===== config.mk =====
export PLATFORM = sky130hd
export DESIGN_NAME = modred_scheduler
export DESIGN_NICKNAME = d
export VERILOG_FILES = /design/src/rtl/modred_pkg.sv /design/src/rtl/modred_scheduler_rr_arbiter.sv /design/src/rtl/modred_scheduler.sv
export SDC_FILE = /design/constraint.sdc
export NUM_CORES = 1
export LEC_CHECK = 0
export BUFFER_PORTS_ARGS = -buffer_cell sky130_fd_sc_hd__buf_2
export CAP_MARGIN = 0
export CORE_AREA = 2 2 432 434
export CTS_CLUSTER_SIZE = 8
export DETAILED_ROUTE_END_ITERATION = 6
export DIE_AREA = 0 0 434 436
export PLACE_DENSITY = 0.34
export SLEW_MARGIN = 40
export SYNTH_ARGS = -nofsm -noshare
export SYNTH_HDL_FRONTEND = slang
export SYNTH_SLANG_ARGS = --single-unit

===== constraint.sdc =====
create_clock -name clk_i -period 8.35 [get_ports clk_i]
set_input_delay 1.2525 -clock clk_i [delete_from_list [all_inputs] [get_ports clk_i]]
set_output_delay 1.2525 -clock clk_i [all_outputs]
set_load 0.03 [all_outputs]

===== src/rtl/modred_pkg.sv =====
// modred_pkg: shared types and constants for the modular-reduction scheduler.
package modred_pkg;
   localparam int DATA_LENGTH = 64;
   localparam int KYBER_Q = 3329;
   localparam int DILITHIUM_Q = 8380417;
   typedef enum logic [2:0] {IDLE, ISSUE, WAIT, RESP, RECOVER} sched_state_t;
endpackage


===== src/rtl/modred_scheduler_rr_arbiter.sv =====
// rr_arbiter: combinational round-robin pick, searching cyclically from last_i+1.
module rr_arbiter #(
   parameter int NUM_REQ = 4,
   parameter int ID_W = 2
) (
   input  logic [NUM_REQ-1:0] req_i,
   input  logic [ID_W-1:0]    last_i,
   input  logic               en_i,
   output logic [NUM_REQ-1:0] gnt_o,
   output logic [ID_W-1:0]    idx_o
);
   logic found;
   always_comb begin
      gnt_o = '0;
      idx_o = '0;
      found = 1'b0;
      for (int i = 1; i <= NUM_REQ; i++) begin
         if (en_i && !found && req_i[(int'(last_i) + i) % NUM_REQ]) begin
            found = 1'b1;
            gnt_o[(int'(last_i) + i) % NUM_REQ] = 1'b1;
            idx_o = ID_W'((int'(last_i) + i) % NUM_REQ);
         end
      end
   end
endmodule


===== src/rtl/modred_scheduler.sv =====
// modred_scheduler: shares one serial modular reducer between NUM_REQ requesters,
// round-robin granted, with a watchdog that resets a reducer that never finishes.
module modred_scheduler
   import modred_pkg::*;
#(
   parameter int NUM_REQ = 4,
   parameter int DATA_LENGTH = modred_pkg::DATA_LENGTH,
   parameter int ID_W = $clog2(NUM_REQ),
   parameter int TIMEOUT_CYCLES = 64
) (
   input  logic                           clk_i,
   input  logic                           rst_i,
   input  logic [NUM_REQ-1:0]             req_valid_i,
   output logic [NUM_REQ-1:0]             req_ready_o,
   input  logic [NUM_REQ*DATA_LENGTH-1:0] req_x_i,
   input  logic [NUM_REQ*DATA_LENGTH-1:0] req_m_i,
   input  logic [NUM_REQ*DATA_LENGTH-1:0] req_m_bl_i,
   output logic                           rsp_valid_o,
   input  logic                           rsp_ready_i,
   output logic [ID_W-1:0]                rsp_id_o,
   output logic [DATA_LENGTH-1:0]         rsp_result_o,
   output logic                           rsp_err_o,
   output logic                           busy_o,
   output logic                           red_rst_no,
   output logic                           red_start_o,
   output logic [DATA_LENGTH-1:0]         red_x_o,
   output logic [DATA_LENGTH-1:0]         red_m_o,
   output logic [DATA_LENGTH-1:0]         red_m_bl_o,
   input  logic [DATA_LENGTH-1:0]         red_result_i,
   input  logic                           red_valid_i
);
   localparam int WD_W = $clog2(TIMEOUT_CYCLES) + 1;
   sched_state_t state_q, state_d;
   logic [NUM_REQ-1:0] gnt;
   logic [ID_W-1:0] gidx, last_q, id_q;
   logic [DATA_LENGTH-1:0] x_q, m_q, bl_q, res_q;
   logic err_q, wd_clear_q, timeout;
   logic [WD_W-1:0] wd_q;

   assign timeout = wd_q == WD_W'(TIMEOUT_CYCLES - 1);

   // reset is folded into the enable so no grant is offered while rst_i is held
   rr_arbiter #(.NUM_REQ(NUM_REQ), .ID_W(ID_W)) u_arb (
      .req_i  (req_valid_i),
      .last_i (last_q),
      .en_i   (state_q == IDLE && !rst_i),
      .gnt_o  (gnt),
      .idx_o  (gidx)
   );

   always_comb begin
      state_d = state_q;
      case (state_q)
         IDLE:    state_d = |gnt ? ISSUE : IDLE;
         ISSUE:   state_d = WAIT;
         WAIT:    state_d = red_valid_i ? RESP : (timeout ? RECOVER : WAIT);
         RECOVER: state_d = RESP;
         RESP:    state_d = rsp_ready_i ? IDLE : RESP;
         default: state_d = IDLE;
      endcase
   end

   always_ff @(posedge clk_i or posedge rst_i) begin
      if (rst_i) begin
         state_q    <= IDLE;
         last_q     <= ID_W'(NUM_REQ - 1);
         id_q       <= '0;
         x_q        <= '0;
         m_q        <= '0;
         bl_q       <= '0;
         res_q      <= '0;
         err_q      <= 1'b0;
         wd_q       <= '0;
         wd_clear_q <= 1'b0;
      end else begin
         state_q    <= state_d;
         wd_q       <= state_q == WAIT ? wd_q + 1'b1 : '0;
         wd_clear_q <= state_q == WAIT && !red_valid_i && timeout;
         if (state_q == IDLE && |gnt) begin
            x_q    <= req_x_i[int'(gidx)*DATA_LENGTH +: DATA_LENGTH];
            m_q    <= req_m_i[int'(gidx)*DATA_LENGTH +: DATA_LENGTH];
            bl_q   <= req_m_bl_i[int'(gidx)*DATA_LENGTH +: DATA_LENGTH];
            id_q   <= gidx;
            last_q <= gidx;
         end
         if (state_q == WAIT && red_valid_i) begin
            res_q <= red_result_i;
            err_q <= 1'b0;
         end else if (state_q == WAIT && timeout) begin
            res_q <= '0;
            err_q <= 1'b1;
         end
      end
   end

   assign req_ready_o  = gnt;
   assign busy_o       = state_q != IDLE;
   assign red_rst_no   = ~(rst_i | wd_clear_q);
   assign red_start_o  = state_q == ISSUE;
   assign red_x_o      = x_q;
   assign red_m_o      = m_q;
   assign red_m_bl_o   = bl_q;
   assign rsp_valid_o  = state_q == RESP;
   assign rsp_id_o     = id_q;
   assign rsp_result_o = res_q;
   assign rsp_err_o    = err_q;
endmodule


==> run metrics <==
routed via count slightly above 20000; largest net degree at the start of global routing 162; syn_nets about 2800; Initial Util under 10%; clock root buffer master clkbuf_16; ranking of synthesized cells by area dfrtp_1 38%, a221oi_1 19%, and2_1 13%; Mean Syn Cell Area ~9 sq um; fin crit share around 60%; setup TNS 0 ns; share of post-route cells with drive strength above 1 between 40% and 50%; Overflow after GRT 0; Power Total around 0.0093 W; Leak between 10 and 15 nW; worst setup path class reg2reg; CTS Buf Count 43; DR pass1 iterations 5; max-slew violations 0; post-synth top area share 38.0%; cell count of the worst reg-to-reg path 10; worst slew pin tran a little under 0.9 ns; end-of-flow core utilization between 10% and 20%; clock slew at the register clock pins of the worst setup and hold paths about 0.060 ns; predominant post-synthesis flop cell dfrtp_1; Total Routing Usage GR 12.0%; Synth area leader dfrtp_1; routability cong. 0.899; Mapped Area 17800 sq um; Setup WS post-layout approximately 3.3 ns; nets@finish approximately 3800; DR iter-0 viols roughly 1300; maxcap violations 0; FF+latch count, synth 272; synthesis-to-finish area growth 53.4%; post-layout minimum cycle time between 5 and 6 ns; PortBufs ~1100; data arrival time of the critical path ~5.6 ns; detailed placement HPWL ~91000 um; row cnt 158; Final Hold Viols 0; fmax between 150 and 200 MHz; post-synthesis sequential area ratio a little under two fifths; Post-synth ARST share 100%; Worst Setup End Kind flip-flop; VDD IR max about 0.16 mV; DP Worst Slack ~3.1 ns; H-tree depth 2; RSZ-0062 raised after global routing false; worst rel slew slack between 40% and 50%; chip height about 440 um; Crit path largest cell delay 0.73 ns; Hold Crit Class reg2reg; Vias/cell around 3.7; clock buffer depth 3; vias in the first global route between 20000 and 25000; met1 Usage GRT 14.4%; first-pass GRT wire length approximately 160000 um; Max FO, Critical Path 114; worst-path cell chain inv_1 -> ha_1 -> mux4_2 -> a31oi_1 -> o211ai_1 -> buf_12 -> buf_4 -> buf_6 -> a221oi_1 -> o31ai_1; Finished Layout Cells about 5400; Cell variety after synth 48; DRC Markers 0; Slowest cell on crit path dfstp_2; synthesized netlist cell count approximately 2000; Core ar. 185000 sq um; Worst-Skew Late Latency 0.63 ns; routed wire length ~120000 um; Post-synth EDFFs 0; wire length per cell approximately 22 um; # placed instances 5368; clock skew between 0.01 and 0.015 ns; met3 usage between 2 and 3%; Hold-fix buffers, CTS 0; I/O pins roughly 1100; crit start category flip-flop; Cell Pwr Density 341 nW/um^2; Hold Crit Depth 2; Setup violations, final 0; status finished, final reports clean; synth cell count leaders 384 x a221oi_1, 383 x and2_1, 329 x nand2_1; CTS-repair resized insts 0; TritonCTS clock tree yes; initial antenna violation count 36; grt met2 use roughly a fifth; die area around 190000 sq um; Syn. warnings 0; clock sinks between 200 and 300; Antenna Nets Post-Route 0; Most Used Layer, Global Route met2; die width between 400 and 500 um; # Post-CTS Setup Buffers 0; CP required between 8 and 9 ns; leading cell type by number of instances after synthesis a221oi_1
## final timing paths
path,endpoint,startpoint,slack [ns]
min in group asynchronous,rsp_result_o[50],rst_i,0.76
max in group asynchronous,red_m_o[5],rst_i,6.20
worst max-delay path,red_m_o[11],last_q[0],3.26
worst min-delay path,red_x_o[34],red_x_o[34],0.47
worst max register to register,red_m_o[11],last_q[0],3.26
worst min register to register,red_x_o[34],red_x_o[34],0.47
## per-layer routing
layer  share of wire (%)  vias up  wire length [um]
met1                  40    10100             47500
met2                  50      766             59900
met4                 2.7       14              3200
met3                 7.1      150              8400
li1                    -     9367                 -
met5               0.076        -                91
## per-stage QoR
step,hold WS (ns),cell area (sq um)
final,0.466,27300
after global routing,0.486,27300
after CTS,0.472,27200
after detailed placement,0.460,25900
after global placement,0.457,25800
after floorplan,0.455,17800
## kinds of logic after synthesis
logic type / after synthesis / share of synthesized area (%)
AO/OA/AOI/OAI: 672 / 31.5
XOR/XNOR: 4 / 0.197
adder cells (fa/ha/maj): 9 / 0.633
buffers and inverters: 250 / 6.89
flip-flops: 272 / 38.3
multiplexers: 8 / 0.739
AND/OR/NAND/NOR: 753 / 21.8
## sequential cells by signal (all words and copies together), names as in the netlist
signal,flops
last_q,2
red_m_bl_o,64
red_m_o,64
red_x_o,64
rsp_err_o,1
rsp_id_o,2
rsp_result_o,64
state_q,3
wd_clear_q,1
wd_q,7
## cell usage in the layout, fill, tap and decap left out, drive strengths merged, types with 14 or more instances in the layout
master,Yosys,final
a221oi,384,384
and2,383,383
buf,65,1160
clkbuf,173,62
dfrtp,270,270
inv,12,14
nand2,329,329
nor2,18,18
o21ai,71,71
o31ai,191,191
## final cells by class
| class | count | area (sq um) |
|---|---|---|
| fillers | 21400 | 157000 |
| multi-input cells | 1446 | 9880 |
| flip-flops and latches | 272 | 6810 |
| repair buffers | 1160 | 6130 |
| well taps | 2480 | 3100 |
| clock buffers | 62 | 1230 |
| clock inverters | 4 | 56.3 |
| inverters | 12 | 48.8 |
| diodes | 13 | 32.5 |
## critical path, delay by kind of cell, from the launching register on
family	cells	cell delay, ns
buffers and inverters	4	2.01
adders and majority gates	1	0.48
DFF	1	0.73
muxes	1	0.29
AOI/OAI and AO/OA	4	1.11
## power breakdown
group          total [W]  internal [W]  switching (W)  leakage, nW
Combinational    0.00520       0.00161        0.00360         8.05
Clock            0.00178       0.00101       0.000763        0.625
Sequential       0.00233       0.00194       0.000388         3.40
Total            0.00931       0.00456        0.00475         12.1
Note: power is estimated with default switching activity, not from simulation.
